[src/rtl/ram8_loader.sv]
// Burst loader that streams WORDS source words into a RAM8 starting at BASE_ADDR.
// Optional readback verification is compiled in with macro LOADER_VERIFY_EN.
module ram8_loader #(
    parameter int WORDS     = 8,
    parameter int BASE_ADDR = 0
) (
    input  logic        clk,
    input  logic        reset_n,
    input  logic        start,
    input  logic [15:0] word_in,
    input  logic        word_valid,
    output logic        word_ready,
    output logic [15:0] ram_in,
    output logic [2:0]  ram_addr,
    output logic        ram_load,
    input  logic [15:0] ram_out,
    output logic        busy,
    output logic        done,
    output logic [3:0]  count
`ifdef LOADER_VERIFY_EN
    ,
    output logic        verify_err
`endif
);

    typedef enum logic [2:0] {
        S_IDLE,
        S_ACCEPT,
        S_WRITE,
`ifdef LOADER_VERIFY_EN
        S_VERIFY,
        S_CHECK,
`endif
        S_DONE
    } state_t;

    state_t      state;
    state_t      state_next;
    logic [15:0] checksum;

`ifdef LOADER_VERIFY_EN
    logic [15:0] rb_sum;
    logic [3:0]  vstep;
`else
    logic unused_in;
    assign unused_in = ^{ram_out, checksum};
`endif

    always_comb begin
        state_next = state;
        word_ready = 1'b0;
        ram_load   = 1'b0;
        busy       = (state != S_IDLE);
        done       = 1'b0;
        case (state)
            S_IDLE:   if (start) state_next = S_ACCEPT;
            S_ACCEPT: begin
                word_ready = 1'b1;
                if (word_valid) state_next = S_WRITE;
            end
            S_WRITE: begin
                ram_load = 1'b1;
                // count has not yet been bumped for the word being written
                if (count + 4'd1 < 4'(WORDS))
                    state_next = S_ACCEPT;
                else
`ifdef LOADER_VERIFY_EN
                    state_next = S_VERIFY;
`else
                    state_next = S_DONE;
`endif
            end
`ifdef LOADER_VERIFY_EN
            S_VERIFY: if (vstep == 4'(WORDS)) state_next = S_CHECK;
            S_CHECK:  state_next = S_DONE;
`endif
            S_DONE: begin
                done       = 1'b1;
                state_next = S_IDLE;
            end
            default:  state_next = S_IDLE;
        endcase
    end

    // NOTE: all registered state uses non-blocking assignments so every flop samples pre-edge values.
    always_ff @(posedge clk) begin
        if (!reset_n) begin
            state    <= S_IDLE;
            count    <= 4'd0;
            ram_in   <= 16'd0;
            ram_addr <= 3'(BASE_ADDR);
            checksum <= 16'd0;
`ifdef LOADER_VERIFY_EN
            rb_sum     <= 16'd0;
            vstep      <= 4'd0;
            verify_err <= 1'b0;
`endif
        end else begin
            state <= state_next;
            case (state)
                S_IDLE: begin
                    if (start) begin
                        count    <= 4'd0;
                        checksum <= 16'd0;
`ifdef LOADER_VERIFY_EN
                        rb_sum     <= 16'd0;
                        vstep      <= 4'd0;
                        verify_err <= 1'b0;
`endif
                    end
                end
                S_ACCEPT: begin
                    if (word_valid) begin
                        ram_in   <= word_in;
                        ram_addr <= 3'(BASE_ADDR) + count[2:0];
                        checksum <= checksum ^ word_in;
                    end
                end
                S_WRITE: count <= count + 4'd1;
`ifdef LOADER_VERIFY_EN
                S_VERIFY: begin
                    // first cycle only rewinds the address so ram_out is valid on the next
                    if (vstep == 4'd0) begin
                        ram_addr <= 3'(BASE_ADDR);
                    end else begin
                        rb_sum   <= rb_sum ^ ram_out;
                        ram_addr <= ram_addr + 3'd1;
                    end
                    vstep <= vstep + 4'd1;
                end
                S_CHECK: if (rb_sum != checksum) verify_err <= 1'b1;
`endif
                default: ;
            endcase
        end
    end

endmodule

[config.mk]
export PLATFORM = sky130hd
export DESIGN_NAME = ram8_loader
export DESIGN_NICKNAME = d
export VERILOG_FILES = /design/src/rtl/ram8_loader.sv
export SDC_FILE = /design/constraint.sdc
export NUM_CORES = 1
export LEC_CHECK = 0
export ABC_AREA = 1
export BUFFER_PORTS_ARGS = -buffer_cell sky130_fd_sc_hd__clkbuf_2
export CAP_MARGIN = 10
export CORE_ASPECT_RATIO = 1.2
export CORE_MARGIN = 10
export CORE_UTILIZATION = 42
export CTS_BUF_LIST = sky130_fd_sc_hd__clkbuf_8
export CTS_CLUSTER_SIZE = 8
export DETAILED_ROUTE_END_ITERATION = 10
export HOLD_SLACK_MARGIN = 0.05
export PLACE_DENSITY = 0.76
export SKIP_LAST_GASP = 1
export SLEW_MARGIN = 40
export SYNTH_ARGS = -nofsm -noshare
export SYNTH_HDL_FRONTEND = slang
export SYNTH_SLANG_ARGS = --single-unit
[constraint.sdc]
create_clock -name clk -period 1.8 [get_ports clk]
set_clock_uncertainty 0.2 [all_clocks]
set_input_delay 0.36 -clock clk [delete_from_list [all_inputs] [get_ports clk]]
set_output_delay 0.36 -clock clk [all_outputs]
set_load 0.02 [all_outputs]
Word-level counts from Yosys, hierarchy flattened
Cells that the tools add are included.
- flip-flop bits (word level): 26
- input port bits: 36
- output and inout port bits: 27
- logic and storage cells: 26
- add/sub/neg operators: 1
- magnitude comparators: 1
- equal/unequal tests: 5
- multiplexer cells: 9
- reduce and logical (&&, ||, !) cells: 6
- operator list (kind ; number):
    case mux 3 bit (3 select lines) ; 1
    case mux 4 bit (2 select lines) ; 1
    == test 3 x 2 -> 1 bit, second input constant ; 2
    2-to-1 mux 3 bit ; 2
    AND reduction 2 bit ; 3
    adder 4 x 1 -> 4 bit, second input constant ; 1
    < comparator 4 bit, second input constant ; 1
    2-to-1 mux 4 bit ; 1
    != test 2 bit, second input constant ; 2
    == test 3 x 1 -> 1 bit, second input constant ; 1
    zero test 3 bit ; 1
    2-to-1 mux 1 bit ; 3
    nonzero test 3 bit ; 1
    2-to-1 mux 2 bit ; 1
    nonzero test 2 bit ; 1

Logic depth before layout (Yosys ltp)
Gate-level depths: netlist of the first run.
- depth in word-level cells: 4
- gate-level depth with buffers: 6
- mapped depth without buffers: 5

Worst setup path before layout of the first run
No wires, ideal clock.
- kind: register to output
- start: register state[1]
- end: output ram_load
- arrival time: 0.862 ns
- data required time: 1.240 ns
- slack: 0.378 ns
- stages on the path, launching flop included: 3
- path buffers: 0
- cell sequence: dfxtp_1 > inv_1 > nor2_1
- longest elaborated chain between the ends: 2
- ends and longest elaborated chain (element ; line ; RTL):
    start: declaration ; 37 ; state_t state;
    start signal: assignment ; 99 ; state <= state_next;
    == test 3 x 2 -> 1 bit ; 55 ; case (state)
    2-to-1 mux 1 bit ; 55 ;
    end: declaration ; 15 ; output logic ram_load,
Every way passes these cells.

Final worst setup path of the first run
- start: register state[0]
- end: output word_ready
- longest elaborated chain between the ends: 2
- ends and longest elaborated chain (element ; line ; RTL):
    == test 3 x 1 -> 1 bit ; 55 ;
    2-to-1 mux 1 bit ; 55 ;
    end: declaration ; 12 ; output logic word_ready,
Every way passes these cells.

==> results of run 1 <==
-- flip-flops by register name (all words and copies together), names as in the netlist --
register and cells:
ram_in 16, state 2, count 4, ram_addr 3
-- routing by layer --
layer / global-route usage / part of all wire / up-vias
li1: - / - / 516
met1: 0.125 / 0.37 / 475
met2: 0.205 / 0.55 / 33
met3: 0.0261 / 0.061 / 4
met4: 0.0584 / 0.013 / 0
met5: 0 / 0 / -
-- cell type report --
class | instances | area [um2]
Clock buffer | 3 | 41.3
Clock inverter | 1 | 7.51
Fill cell | 216 | 962
Inverter | 7 | 26.3
Multi-Input combinational cell | 87 | 413
Sequential cell | 25 | 502
Tap cell | 31 | 38.8
Timing Repair Buffer | 51 | 268
-- critical path: stages, from the launching register on --
cell	delay, ps
dfxtp_1	390
inv_1	110
nor2_4	150
clkbuf_2	190
-- cells in the final DEF (no fill, tap or decap), drive strengths merged --
| cell | instances |
|---|---|
| dfxtp | 25 |
| or2 | 1 |
| inv | 7 |
| clkinvlp | 1 |
| nor2 | 4 |
| nand2 | 30 |
| nand4 | 1 |
| o21ai | 2 |
| nand3 | 23 |
| ha | 1 |
| a21oi | 25 |
| clkbuf | 49 |
| buf | 5 |
-- metrics by stage --
| stage | setup slack (ps) | cells | total power, mW |
|---|---|---|---|
| 2_1_floorplan | 378 | 126 | 0.692 |
| 4_1_cts | 102 | 205 | 1.08 |
| 3_3_place_gp | 444 | 201 | 0.750 |
| 6_report | 130 | 205 | 1.07 |
| 5_1_grt | 40.1 | 205 | 1.13 |
| 3_5_place_dp | 396 | 201 | 0.755 |
-- power by group through the flow --
stage	sequential (mW)	clock [mW]	combinational, mW
3_3_place_gp	0.596	0	0.154
2_1_floorplan	0.615	0	0.0769
3_5_place_dp	0.597	0	0.157
4_1_cts	0.584	0.341	0.157
6_report	0.585	0.334	0.156
5_1_grt	0.588	0.364	0.173
-- logic make-up after synthesis --
kind of cell,share of synthesized area
compound gates,0.138
fa+ha+maj,0.0128
buf+inv,0.0665
flops,0.512
simple gates,0.271
-- timing repair --
action / in CTS / in global routing
gates resized for setup: 0 / 1
setup endpoints to repair: 0 / 1
endpoints found under the hold margin: 0 / 0
-- worst paths after layout --
check	from	to	cells past startpoint
setup / recovery	state[0]	word_ready	3
hold reg to reg	ram_addr[0]	ram_addr[0]	2
setup reg to reg	state[0]	ram_in[2]	5
hold / removal	word_in[4]	ram_in[4]	3
==> results.tsv, run 1 <==
stage	metric	value	unit
run_status	status	complete, no violations	
placement	dp_hpwl	2150	um
timing	fin_crit_sh	0.928	
floorplanning	core	2260	um2
clocking	hold_buffers	0	
layout	drive_gt1_frac	0.339	
logic_synthesis	syn_nets	163	
clocking	clockBufferDepth	2	
placement	placed_area	1250	um2
timing	post-route-min-period	1670	ps
clocking	clock_latency	270	ps
clocking	root_buffer	clkbuf_8	
floorplanning	die_w	64.1	um
global_route	grt_pass1_vias	953	
global_route	grt_pass1_wl	4430	um
setup_path	start_kind	register	
logic_synthesis	yosys-top-cells-count	nand2_1 (29), a21oi_1 (25), dfxtp_1 (25)	
detailed_routing	route.detailed.drc	0	
power_and_ir_drop	seq_power_share	0.544	
power_and_ir_drop	p_sw	0.290	mW
floorplanning	dieArea	4670	um2
detailed_routing	via_count	1028	
logic_synthesis	yosysMostFrequentCell	nand2_1	
hold_path	min_path_type	primary input to register	
logic_synthesis	synth_cells	126	
setup_path	cp-end-kind	output pin	
logic_synthesis	yosysTopAreaCell	dfxtp_1	
setup_path	crit_required	1240	ps
logic_synthesis	synth_edf_count	0	
layout	fin_util	0.574	
global_route	grt_overflow_total	0	
power_and_ir_drop	peakVddDrop	529	uV
power_and_ir_drop	power.density	829	nW/um2
clocking	cts_buffers	3	
floorplanning	rows	19	
detailed_routing	antenna_left	0	
clocking	clock_sinks	25	
global_route	track_usage	0.115	
setup_path	critPathArrivalTime	1110	ps
timing	fin_hold_ws	132	ps
layout	fin_nets	212	
placement	gp_congestion	0.734	
clocking	ctsHtreeMaxLevel	1	
logic_synthesis	synth_flop_cell	dfxtp_1	
global_route	antenna_found_initial	0	
logic_synthesis	yosysUniqueCellTypes	15	
logic_synthesis	synth.top_cell.area_share	0.512	
setup_path	critPathMaxFanout	4	
layout	syn_to_final_growth	32.5	%
logic_synthesis	synth_warnings	0	
power_and_ir_drop	power.leakage	0.590	nW
setup_path	worstSetupPathType	register to output pin	
floorplanning	io_pins	63	
power_and_ir_drop	pwr-share-comb	0.145	
global_route	grt_start_max_net_pins	24	
timing	finalSetupViolCount	0	
timing	fmax	599	MHz
timing	tns	0	ps
floorplanning	die_h	72.9	um
timing	rsz0062_at_grt	no	
detailed_routing	drt_iter0_drc	41	
power_and_ir_drop	p_clk_frac	0.311	
placement	port_buffers	46	
layout	design_area	1300	um2
detailed_routing	drt_wl_total	2740	um
clocking	clk_pin_slew	90	ps
flow_run	max_cap_viol_count	0	
detailed_routing	via_per_inst	5.01	
logic_synthesis	synth_area_leaders	dfxtp_1 (51%), a21oi_1 (13%), nand3_1 (12%)	
power_and_ir_drop	intPower	0.785	mW
timing	finalHoldViolations	0	
timing	tightest_slew	458	ps
logic_synthesis	synth_area	978	um2
setup_path	ff2ff_setup_slack	380	ps
power_and_ir_drop	switching_share	0.270	
logic_synthesis	seq_area_frac_synth	0.512	
clocking	tritoncts	yes	
floorplanning	start_util	0.433	
timing	slew_headroom	0.692	
logic_synthesis	async_flop_share	0	
detailed_routing	firstDrtPassIters	5	
timing	final_max_slew_viol_count	0	
logic_synthesis	ys_ff_latch	25	
clocking	cts_setup_buffers	0	
layout	diodes	0	
logic_synthesis	syn_avg_cell_area	7.77	um2
detailed_routing	wl_per_cell	13.4	um
Note: power is estimated with default switching activity, not from simulation.
==> run 2, diff against run 1 <==
Settings changed: CORE_UTILIZATION 42 to 43, HOLD_SLACK_MARGIN 0.05 to 0.1, PLACE_DENSITY 0.76 to 0.77.
==> run 2 against run 1 <==
First-iteration DRC count increased by 29%. Power decreased by 0.75%. Critical path type unchanged. Die area decreased by 1.6%. Largest cell class unchanged. Sequential cell count unchanged. Largest power group unchanged.
==> results.tsv, run 2 (synthesis results as in run 1) <==
stage	metric	value	unit	change
timing	worst_slack	121	ps	-9.36 ps
detailed_routing	wl_per_cell	13.4	um	+0.17%
layout	top_regs	ram_in x16, count x4, ram_addr x3		
detailed_routing	drt_wl_total	2760	um	+0.66%
timing	fin_crit_sh	0.933		+0.00520
clocking	clockBufferDepth	2		unchanged
global_route	grt_overflow_total	0		unchanged
clocking	root_buffer	clkbuf_8		
power_and_ir_drop	power.density	817	nW/um2	-1.4%
setup_path	worst_path_max_delay_cell	dfxtp_1		
floorplanning	start_util	0.462		+0.0289
detailed_routing	antenna_left	0		unchanged
timing	post-route-min-period	1680	ps	+9.37 ps
timing	rsz0062_at_grt	no		
setup_path	worstSetupPathType	register to output pin		
clocking	clock_latency	260	ps	about the same
clocking	cts_buffers	3		unchanged
setup_path	cp_slowest_stage_delay	440	ps	+50 ps
run_status	status	complete, no violations		
layout	top_register	ram_in		
setup_path	path_buf_inv	2		unchanged
global_route	grt_util_met3	0.0614		+0.0353
global_route	grt_pass1_vias	1003		+5.2%
floorplanning	dieArea	4590	um2	-1.6%
clocking	tritoncts	yes		
layout	final_cell_mix	clkbuf_2 (46), nand2_1 (29), a21oi_1 (25), dfxtp_1 (25), nand3_1 (23)		
floorplanning	core	2120	um2	-6.3%
detailed_routing	route.detailed.drc	0		unchanged
global_route	grt_pass1_wl	4440	um	+0.16%
global_route	grt_start_max_net_pins	24		unchanged
timing	tns	0	ps	unchanged
placement	dp_slack	341	ps	-54.9 ps
global_route	grt_use_met1	0.115		-0.00974
floorplanning	io_pins	63		unchanged
timing	finalSetupViolCount	0		unchanged
global_route	antenna_found_initial	0		unchanged
placement	dp_hpwl	2070	um	-3.7%
detailed_routing	drt_iter0_drc	53		+29%
global_route	grt.busiest_layer	met2		
timing	fmax	596	MHz	-0.56%
floorplanning	rows	18		-1
clocking	clock_sinks	25		unchanged
layout	fin_nets	214		+0.94%
layout	largest_reg_flops	16		unchanged
detailed_routing	firstDrtPassIters	4		-1
detailed_routing	via_per_inst	4.88		-2.6%
setup_path	critPathArrivalTime	1120	ps	about the same
setup_path	ff2ff_setup_slack	270	ps	-110 ps
detailed_routing	via_count	1006		-2.1%
placement	gp_congestion	0.770		+4.9%
placement	port_buffers	46		unchanged
global_route	grt_use_met2	0.201		-0.00353
layout	syn_to_final_growth	33.4	%	
setup_path	critPathMaxFanout	5		+1
timing	tightest_slew	428	ps	-29.9 ps
setup_path	crit_required	1240	ps	about the same
clocking	clk_pin_slew	80	ps	about the same
setup_path	start_kind	register		
setup_path	critPathTopFamily	flip-flops		
timing	finalHoldViolations	0		unchanged
setup_path	critical_path.cell_chain	inv_1 > nor2_1 > clkbuf_2		
layout	diodes	0		unchanged
hold_path	min_path_type	primary input to register		
floorplanning	die_h	72.3	um	-0.84%
clocking	ctsHtreeMaxLevel	1		unchanged
timing	final_max_slew_viol_count	0		unchanged
layout	drive_gt1_frac	0.335		-0.00385
layout	final_common_cell	clkbuf_2		
setup_path	cp-end-kind	output pin		
power_and_ir_drop	peakVddDrop	473	uV	-11%
global_route	track_usage	0.115		-0.000303
timing	slew_headroom	0.712		+0.0201
flow_run	max_cap_viol_count	0		unchanged
floorplanning	die_w	63.5	um	-0.80%
clocking	cts_resized	0		unchanged
power_and_ir_drop	power.leakage	0.604	nW	+2.4%
[run 2: cell count changes in the layout (fill, tap and decap cells not counted), sizes merged]
cell | previous run | this run
inv | 7 | 8
buf | 5 | 7
clkinvlp | 1 | 0
[run 2: cell type report]
class / count / area, um2
fillers: 215 / 812
inverters: 7 / 26.3
clock buffers: 3 / 41.3
well taps: 30 / 37.5
flip-flops and latches: 25 / 500
repair buffers: 53 / 283
clock inverters: 1 / 3.75
multi-input cells: 87 / 413
[run 2: where the power goes]
group | leakage (nW) | switching [mW] | internal [mW]
registers | 0.203 | 0.0127 | 0.571
clock network | 0.0269 | 0.166 | 0.152
logic | 0.374 | 0.102 | 0.0617
[run 2: worst reg2reg max path, stage by stage, from the launching register on]
cell and delay (ps):
dfxtp_1 370, inv_1 120, nor2_4 160, buf_4 150, nand2_2 210, nand2_1 140
a21oi_1 70
[run 2: repair_timing]
item                                    4_1_cts  5_1_grt
endpoints found under the setup margin        0        1
hold endpoints to repair                      0        0
buffers inserted                              0        3
hold buffers                                  0        0
[run 2: routing by layer]
| layer | vias up | wire [um] |
|---|---|---|
| met5 | - | 0 |
| met4 | 0 | 25 |
| met3 | 3 | 307 |
| met2 | 36 | 1270 |
| met1 | 449 | 1150 |
| li1 | 518 | - |
[run 2: per-stage QoR]
stage	utilization	cell area (um2)	std cells	power [mW]	hold WS (ps)
4_1_cts	0.606	1280	203	1.07	138
3_3_place_gp	0.585	1240	199	0.747	249
2_1_floorplan	-	978	126	0.692	298
6_report	0.616	1310	206	1.07	140
3_5_place_dp	0.585	1240	199	0.752	252
5_1_grt	0.616	1310	206	1.11	149
[run 2: worst paths after layout]
kind                                  start          end  cells after the start
worst max-delay path               state[1]     ram_load                      3
worst min-delay path             word_in[9]    ram_in[9]                      3
worst max register to register     state[0]    ram_in[3]                      6
worst min register to register  ram_addr[2]  ram_addr[2]                      2
==> run 3, diff against run 2 <==
Settings changed: PLACE_DENSITY 0.77 to 0.81.
==> run 3 against run 2 <==
Combinational power hardly changed. Critical path depth unchanged. Sequential power hardly changed. Clock power up 4%. Routed wire length fell by 0.80%. First-iteration DRC count is 45% lower. Via count grew 1.9%.
==> results.tsv, run 3 (synthesis results as in run 1) <==
stage	metric	value	unit	change
run_status	status	complete, no violations		
power_and_ir_drop	finalPower	1.08	mW	+0.90%
setup_path	critPathMaxFanout	6		+1
setup_path	ff2ff_setup_slack	290	ps	+20 ps
layout	top_register	ram_in		
setup_path	cp-end-kind	output pin		
power_and_ir_drop	seq_power_share	0.543		-0.005
floorplanning	io_pins	63		unchanged
layout	diodes	0		unchanged
clocking	clockBufferDepth	2		unchanged
setup_path	crit_required	1240	ps	about the same
setup_path	cp_slowest_stage_delay	400	ps	-40 ps
timing	finalHoldViolations	0		unchanged
clocking	clock_sinks	25		unchanged
detailed_routing	via_count	1025		+1.9%
placement	dp_hpwl	2120	um	+2.4%
timing	fmax	576	MHz	-3.2%
detailed_routing	drt_wl_total	2740	um	-0.80%
clocking	ctsHtreeMaxLevel	1		unchanged
flow_run	max_cap_viol_count	0		unchanged
clocking	clock_latency	260	ps	about the same
placement	port_buffers	46		unchanged
detailed_routing	firstDrtPassIters	4		unchanged
power_and_ir_drop	power.leakage	0.594	nW	-1.6%
setup_path	start_kind	register		
timing	finalSetupViolCount	0		unchanged
setup_path	path_buf_inv	2		unchanged
layout	fin_nets	213		-0.47%
floorplanning	die_w	63.5	um	unchanged
detailed_routing	route.detailed.drc	0		unchanged
power_and_ir_drop	pwr-share-comb	0.150		-0.004
clocking	clk_pin_slew	80	ps	about the same
power_and_ir_drop	power.density	825	nW/um2	+1.0%
global_route	grt_pass1_vias	1008		+0.50%
clocking	hold_buffers	0		unchanged
layout	fill_cells	203		-5.6%
global_route	track_usage	0.115		-0.000315
power_and_ir_drop	p_sw	0.288	mW	+2.3%
detailed_routing	drt_iter0_drc	29		-45%
global_route	grt_start_max_net_pins	24		unchanged
global_route	grt_overflow_total	0		unchanged
timing	post-route-min-period	1730	ps	+56.0 ps
floorplanning	core	2120	um2	unchanged
setup_path	worst_path_max_delay_cell	dfxtp_1		
layout	final_cell_mix	clkbuf_2 (45), nand2_1 (29), a21oi_1 (25), dfxtp_1 (25), nand3_1 (23)		
layout	final_common_cell	clkbuf_2		
clocking	cts_buffers	3		unchanged
layout	syn_to_final_growth	33.2	%	about the same
setup_path	critical_path_depth	3		unchanged
power_and_ir_drop	p_clk_frac	0.306		+0.007
timing	slew_headroom	0.713		+0.000826
layout	drive_gt1_frac	0.337		+0.00192
setup_path	worstSetupPathType	register to output pin		
setup_path	critPathArrivalTime	1170	ps	+50 ps
timing	tightest_slew	427	ps	-1.23 ps
detailed_routing	via_per_inst	5.00		+2.4%
layout	top_regs	ram_in x16, count x4, ram_addr x3		
placement	gp_congestion	0.820		+6.5%
power_and_ir_drop	switching_share	0.267		+0.00370
timing	tns	0	ps	unchanged
power_and_ir_drop	intPower	0.789	mW	+0.39%
timing	rsz0062_at_grt	no		
setup_path	critical_path.cell_chain	inv_1 > nor2_4 > buf_4		
setup_path	crit_start	state[0]		
setup_path	crit_path_end	word_ready		
layout	largest_reg_flops	16		unchanged
clocking	root_buffer	clkbuf_8		
hold_path	min_path_type	primary input to register		
floorplanning	rows	18		unchanged
setup_path	r2r_start	state[0]		
timing	final_max_slew_viol_count	0		unchanged
detailed_routing	antenna_left	0		unchanged
timing	fin_crit_sh	0.964		+0.0311
clocking	tritoncts	yes		
floorplanning	dieArea	4590	um2	unchanged
global_route	grt_pass1_wl	4440	um	unchanged
floorplanning	die_h	72.3	um	unchanged
power_and_ir_drop	peakVddDrop	520	uV	+10%
setup_path	r2r_cells	5		-1
detailed_routing	wl_per_cell	13.3	um	-0.31%
global_route	antenna_found_initial	0		unchanged
setup_path	rr_endpoint	ram_in[13]		
floorplanning	start_util	0.462		unchanged
setup_path	critPathTopFamily	flip-flops		
run 3: changes by cell type in the layout (fill, tap and decap cells not counted), sizes merged:
cell | before | now
inv | 8 | 7
clkinvlp | 0 | 1
clkbuf | 49 | 48
run 3: timing repair:
| action | 4_1_cts | 5_1_grt |
|---|---|---|
| buffers inserted | 0 | 1 |
| setup endpoints to repair | 0 | 1 |
| gates resized for setup | 0 | 2 |
run 3: how the worst min path moves through the flow:
stage / from / to / slack (ps) / cells after the start
after floorplan: reset_n / count[0] / 300 / 2
after global placement: ram_in[8] / ram_in[8] / 250 / 2
after detailed placement: ram_in[15] / ram_in[15] / 260 / 2
after CTS: word_in[14] / ram_in[14] / 130 / 3
after global routing: word_in[3] / ram_in[3] / 140 / 3
final: word_in[1] / ram_in[1] / 140 / 3
run 3: layout make-up:
cell class / count / area (um2) / area share
multi-input combinational: 87 / 413 / 0.317
sequential: 25 / 500 / 0.384
clock inverter: 1 / 7.51 / 0.00576
tap: 30 / 37.5 / 0.0288
clock buffer: 3 / 41.3 / 0.0317
timing repair buffer: 52 / 278 / 0.213
inverter: 7 / 26.3 / 0.0202
run 3: through the flow:
step                      hold WS (ps)  utilization  area (um2)  setup WS, ps  cells
final                              136        0.616        1300          65.1    205
after global routing               140        0.616        1300          9.98    205
after CTS                          129        0.611        1290          51.3    204
after detailed placement           255        0.588        1240           317    200
after global placement             248        0.588        1240           394    200
after floorplan                    298            -         978           378    126
run 3: power by group through the flow:
stage	combinational, mW	clock [mW]	sequential (mW)
2_1_floorplan	0.0769	0	0.615
3_5_place_dp	0.158	0	0.597
6_report	0.162	0.330	0.585
3_3_place_gp	0.154	0	0.596
4_1_cts	0.159	0.341	0.584
5_1_grt	0.179	0.359	0.587
run 3: layer usage:
metal | up-vias | wire length, um | global-route usage
li1 | 521 | - | -
met1 | 455 | 1180 | 0.127
met2 | 45 | 1250 | 0.190
met3 | 4 | 293 | 0.0522
met4 | 0 | 21 | 0.0414
met5 | - | 0 | 0
run 3: worst register-to-register path, cell delays in order (launching register included):
cell and delay (ps):
dfxtp_1 400, inv_1 130, nor2_4 200, nand2_2 250
nand2_1 140, a21oi_1 70
